`config.mk`:
```
export PLATFORM = sky130hd
export DESIGN_NAME = dsp_data_mem_ctrl
export DESIGN_NICKNAME = d
export VERILOG_FILES = /design/src/rtl/dsp_mem_pkg.sv /design/src/rtl/dsp_mem_load_ext.sv /design/src/rtl/dsp_data_mem_ctrl.sv
export SDC_FILE = /design/constraint.sdc
export NUM_CORES = 2
export LEC_CHECK = 0
export BUFFER_PORTS_ARGS = -buffer_cell sky130_fd_sc_hd__buf_4
export CAP_MARGIN = 0
export CORE_ASPECT_RATIO = 0.9
export CORE_MARGIN = 5
export CORE_UTILIZATION = 40
export DETAILED_ROUTE_END_ITERATION = 8
export PLACE_DENSITY = 0.53
export SYNTH_ARGS = -nofsm -noshare
export SYNTH_HDL_FRONTEND = slang
export SYNTH_HIERARCHICAL = 1
export SYNTH_SLANG_ARGS = --single-unit
```
`constraint.sdc`:
```
create_clock -name clk -period 6.6 [get_ports clk]
set_clock_uncertainty 0.05 [all_clocks]
set_input_delay 0.99 -clock clk [delete_from_list [all_inputs] [get_ports clk]]
set_output_delay 0.99 -clock clk [all_outputs]
set_load 0.01 [all_outputs]
```
`src/rtl/dsp_mem_pkg.sv`:
```
// Shared types for the DSP data memory: access sizes, FSM states,
// latched load control and the byte-enable decode.
package dsp_mem_pkg;

  localparam logic [1:0] SZ_BYTE = 2'b00;
  localparam logic [1:0] SZ_HALF = 2'b01;
  localparam logic [1:0] SZ_WORD = 2'b10;
  localparam logic [1:0] SZ_ILL  = 2'b11;

  typedef enum logic [1:0] {
    IDLE = 2'd0,
    WAIT = 2'd1,
    RESP = 2'd2
  } state_t;

  typedef struct packed {
    logic [1:0] size;
    logic [1:0] off;
    logic       sgn;
  } ld_ctl_t;

  function automatic logic [3:0] be_from_size(
    input logic [1:0] size,
    input logic [1:0] addr
  );
    logic [3:0] be;
    case (size)
      SZ_BYTE: be = 4'b0001 << addr;
      SZ_HALF: be = addr[1] ? 4'b1100 : 4'b0011;
      SZ_WORD: be = 4'b1111;
      default: be = 4'b0000;
    endcase
    return be;
  endfunction

endpackage

```
`src/rtl/dsp_mem_load_ext.sv`:
```
// Lane extract and sign/zero extension of a 32-bit word for
// byte, halfword and word loads.
module dsp_mem_load_ext (
  input  logic [31:0] word,
  input  logic [1:0]  size,
  input  logic [1:0]  off,
  input  logic        sgn,
  output logic [31:0] data
);
  import dsp_mem_pkg::*;

  logic [7:0]  b;
  logic [15:0] h;

  always_comb begin
    b = word[7:0];
    unique case (off)
      2'd0: b = word[7:0];
      2'd1: b = word[15:8];
      2'd2: b = word[23:16];
      2'd3: b = word[31:24];
    endcase
  end

  assign h = off[1] ? word[31:16] : word[15:0];

  always_comb begin
    data = word;
    case (size)
      SZ_BYTE: data = {{24{sgn & b[7]}}, b};
      SZ_HALF: data = {{16{sgn & h[15]}}, h};
      default: data = word;
    endcase
  end

endmodule

```
`src/rtl/dsp_data_mem_ctrl.sv`:
```
// LSU data memory: byte/half/word access, valid/ready request and
// response channels, configurable read latency, error reporting.
module dsp_data_mem_ctrl #(
  parameter int unsigned ADDR_W = 32,
  parameter int unsigned DEPTH  = 64,
  parameter int unsigned RD_LAT = 1,
  parameter              INIT_FILE = ""
) (
  input  logic              clk,
  input  logic              rst,
  input  logic              req_valid,
  output logic              req_ready,
  input  logic              req_we,
  input  logic [1:0]        req_size,
  input  logic              req_signed,
  input  logic [ADDR_W-1:0] req_addr,
  input  logic [31:0]       req_wdata,
  output logic              rsp_valid,
  input  logic              rsp_ready,
  output logic [31:0]       rsp_rdata,
  output logic              rsp_err
);
  import dsp_mem_pkg::*;

  localparam int IW = (DEPTH > 1) ? $clog2(DEPTH) : 1;
  localparam int WW = ADDR_W - 2;

  state_t      state;
  logic [2:0]  cnt;
  logic        err_q;
  logic        ld_q;
  ld_ctl_t     ctl_q;
  logic [31:0] word_q;
  logic [31:0] ext;

  logic [31:0] mem [0:DEPTH-1];

  logic [WW-1:0] widx;
  logic [IW-1:0] idx;
  logic          acc;
  logic          err;
  logic [3:0]    be;
  logic [31:0]   wlane;

  assign widx = req_addr[ADDR_W-1:2];
  assign idx  = req_addr[IW+1:2];

  assign req_ready = (state == IDLE);
  assign acc       = req_valid & req_ready;

  // Out-of-range covers the gap above DEPTH when it is not a power of 2.
  assign err = (req_size == SZ_ILL)
             | ((req_size == SZ_HALF) & req_addr[0])
             | ((req_size == SZ_WORD) & (|req_addr[1:0]))
             | (widx >= WW'(DEPTH));

  assign be = be_from_size(req_size, req_addr[1:0]);

  always_comb begin
    wlane = req_wdata;
    case (req_size)
      SZ_BYTE: wlane = {4{req_wdata[7:0]}};
      SZ_HALF: wlane = {2{req_wdata[15:0]}};
      default: wlane = req_wdata;
    endcase
  end

  // Read-first: word_q captures the old word even on a store.
  always_ff @(posedge clk) begin
    if (acc) begin
      word_q <= mem[idx];
      if (req_we & ~err) begin
        for (int i = 0; i < 4; i++) begin
          if (be[i]) mem[idx][8*i +: 8] <= wlane[8*i +: 8];
        end
      end
    end
  end

  always_ff @(posedge clk or posedge rst) begin
    if (rst) begin
      state <= IDLE;
      cnt   <= '0;
      err_q <= 1'b0;
      ld_q  <= 1'b0;
      ctl_q <= '0;
    end else begin
      unique case (state)
        IDLE: begin
          if (req_valid) begin
            err_q      <= err;
            ld_q       <= ~req_we & ~err;
            ctl_q.size <= req_size;
            ctl_q.off  <= req_addr[1:0];
            ctl_q.sgn  <= req_signed;
            if (RD_LAT == 1) begin
              cnt   <= '0;
              state <= RESP;
            end else begin
              cnt   <= 3'd1;
              state <= WAIT;
            end
          end
        end
        WAIT: begin
          if (cnt == 3'(RD_LAT - 1)) begin
            cnt   <= '0;
            state <= RESP;
          end else begin
            cnt <= cnt + 3'd1;
          end
        end
        RESP: begin
          if (rsp_ready) state <= IDLE;
        end
        default: state <= IDLE;
      endcase
    end
  end

  dsp_mem_load_ext u_ext (
    .word (word_q),
    .size (ctl_q.size),
    .off  (ctl_q.off),
    .sgn  (ctl_q.sgn),
    .data (ext)
  );

  assign rsp_valid = (state == RESP);
  assign rsp_rdata = ld_q ? ext : 32'h0;
  assign rsp_err   = err_q;

endmodule

```
==> flow_summary.json <==
{
  "cts_num_sinks": 2088,
  "dp_hpwl_mm": 151,
  "core_um2": 206000,
  "rr_endpoint": "mem[35][4]",
  "yosys_warnings": 6,
  "crit_required_ns": 5.56,
  "die-area_um2": 216000,
  "fp.dieW_um": 489,
  "finalCriticalPeriod_ns": 4.29,
  "cts_hold_buf": 0,
  "maxSlewViolCount": 0,
  "vias_per_cell": 5.89,
  "drcViolationCount": 0,
  "synth_edf_count": 2080,
  "ff_latch_area_um2": 62700,
  "avgRoutedWirePerCell_um": 32.9,
  "syn_avg_cell_area_um2": 18.4,
  "status": "complete, no violations",
  "layout-drive-gt1-share_pct": 18.6,
  "stdcell_count": 7511,
  "r2r-start": "state[1]",
  "synthTopCellsByArea": "edfxtp_1, mux4_2, mux2i_1",
  "layout_commonest_cell": "edfxtp_1",
  "io_pins": 107,
  "worstMarginPinSlew_ns": 1.26,
  "root_buffer": "clkbuf_16",
  "nFillCells": 17500,
  "total_power_mw": 28.2,
  "area_growth_pct": 12.6,
  "timing.setup.tns_ns": 0,
  "netlist_area_um2": 82700,
  "synth_cells": 4504,
  "ys_ff_latch": 2088,
  "drtIter0Drc": 5154,
  "grt_pass1_wl_mm": 344,
  "place.port_buffers": 106,
  "slew-limit-headroom_pct": 15.8,
  "grt-ovfl-total": 0,
  "cts_tree": "yes",
  "dr_total_vias": 44200,
  "ant_nets": 0,
  "grt_pass1_vias": 43500,
  "finalInstanceArea_um2": 93100,
  "yosysTopAreaCell": "edfxtp_1",
  "multiInputGateArea_um2": 18600,
  "final_cell_mix": "edfxtp_1, mux2i_1, nor2_1",
  "worstPathMaxFanout": 30,
  "cp.arrival_ns": 3.25,
  "cts_setup_buffers": 0,
  "antenna_found_initial": 26,
  "reg2reg_depth": 6,
  "fp.dieH_um": 441,
  "synth_cell_types": 63,
  "setup_viol": 0,
  "cts_inserted_buffers": 208,
  "min_period_over_period_pct": 65.0,
  "path_class": "reg2out",
  "ys_seq_area_share_pct": 75.8,
  "power_density_nw_per_um2": 303,
  "gp_congestion": 0.826,
  "async_flop_share_pct": 0.383,
  "hold_viol": 0,
  "clk_latency_ns": 0.84,
  "finish.net_count": 4668,
  "start_util_pct": 40.2,
  "cts_resized": 0,
  "rrSetupSlack_ns": 3.31,
  "cp-start-kind": "flip-flop",
  "ir_drop_uv": 280,
  "synth_top_area_share_pct": 75.5,
  "dr.pass1.iters": 5,
  "dp_cells": 7106,
  "cts.reportedPaths.clkPinSlew_ns": 0.07,
  "drt-total-wl_mm": 247,
  "place_area_um2": 86400,
  "grt_start_max_net_pins": 141,
  "rsz0062_at_grt": "no",
  "max_clock_freq_mhz": 233,
  "drv_cap": 0,
  "ys.flop_type": "edfxtp_1",
  "grt.total_usage_pct": 22.6,
  "num_rows": 158,
  "p_leak_nw": 29.7,
  "end_kind": "primary output",
  "final_util_pct": 45.2,
  "syn_nets": 4576,
  "hold_path_class": "in2async",
  "htreeDepth": 4,
  "cts_max_path_buffers": 3
}
==> flip-flops by register name, indices dropped and copies added, names as in the netlist <==
name and count:
rsp_err 1, mem 2048, word_q 32, ld_q 1
state 1, ctl_q 5
==> worst max-delay path, cell delays in order (launching register included) <==
cell and delay [ns]:
dfrtp_1 0.95, nor2_1 0.08, a22o_1 0.27, o41a_1 0.68, nand2_1 0.14, and2_1 0.15, buf_4 0.13
==> stage by stage <==
step           setup slack (ns)  hold slack [ns]
2_1_floorplan              1.59            0.425
4_1_cts                    2.27           0.0383
3_3_place_gp               1.84            0.442
5_1_grt                    2.11           0.0851
6_report                   2.31           0.0815
3_5_place_dp               1.87            0.460
==> cell usage after synthesis (all sizes together) (10+ instances only) <==
cell and count:
o21ai 87, mux2 31, mux4 262, o22ai 182, edfxtp 2080, nand4 32
a22oi 40, a22o 58, and2 38, a211o 52, buf 180, clkbuf 131
a221oi 133, mux2i 369, inv 17, nor2b 16, or3b 58, a211oi 16
a21oi 75, nand3 59, nor2 362, nand2 141, a221o 10
==> cell families (layout without fill, tap and decap cells) <==
kind of cell / Yosys count / after routing / synth area share (%)
other: 0 / 18 / 0
buffers and inverters: 328 / 597 / 1.91
multiplexers: 662 / 662 / 12.1
AO/OA/AOI/OAI: 675 / 675 / 5.84
flip-flops: 2088 / 2088 / 75.8
AND/OR/NAND/NOR: 751 / 751 / 4.43
==> power by group <==
group	switching [mW]	leakage (nW)	total [mW]	internal, mW
clock	5.09	3.28	11.7	6.65
sequential	0.0899	18.8	14.8	14.7
combinational	1.17	7.61	1.69	0.522
==> cell type report <==
type | instances | share of cell area, %
flip-flops and latches | 2088 | 67.3
well taps | 2720 | 3.66
inverters | 17 | 0.0766
multi-input cells | 2088 | 20.0
repair buffers | 193 | 1.73
clock buffers | 251 | 5.92
diodes | 18 | 0.0484
clock inverters | 136 | 1.28
==> metal layers <==
| layer | up-vias | GRT usage, % | routed length, um |
|---|---|---|---|
| met3 | 404 | 6.26 | 22900 |
| met4 | 16 | 8.50 | 9580 |
| met2 | 2055 | 33.8 | 110000 |
| li1 | 18600 | - | - |
| met5 | - | 0.892 | 115 |
| met1 | 23100 | 31.8 | 104000 |
==> worst max-delay path by stage <==
stage / from / to / slack (ns)
after floorplan: req_size[1] / mem[0][28] / 1.59
after global placement: req_addr[2] / mem[35][18] / 1.84
after detailed placement: req_addr[2] / mem[35][18] / 1.87
after CTS: ctl_q[2] / rsp_rdata[26] / 2.27
after global routing: ctl_q[2] / rsp_rdata[21] / 2.11
final: ctl_q[2] / rsp_rdata[26] / 2.31
No activity file was read; power rests on OpenSTA's default activity.
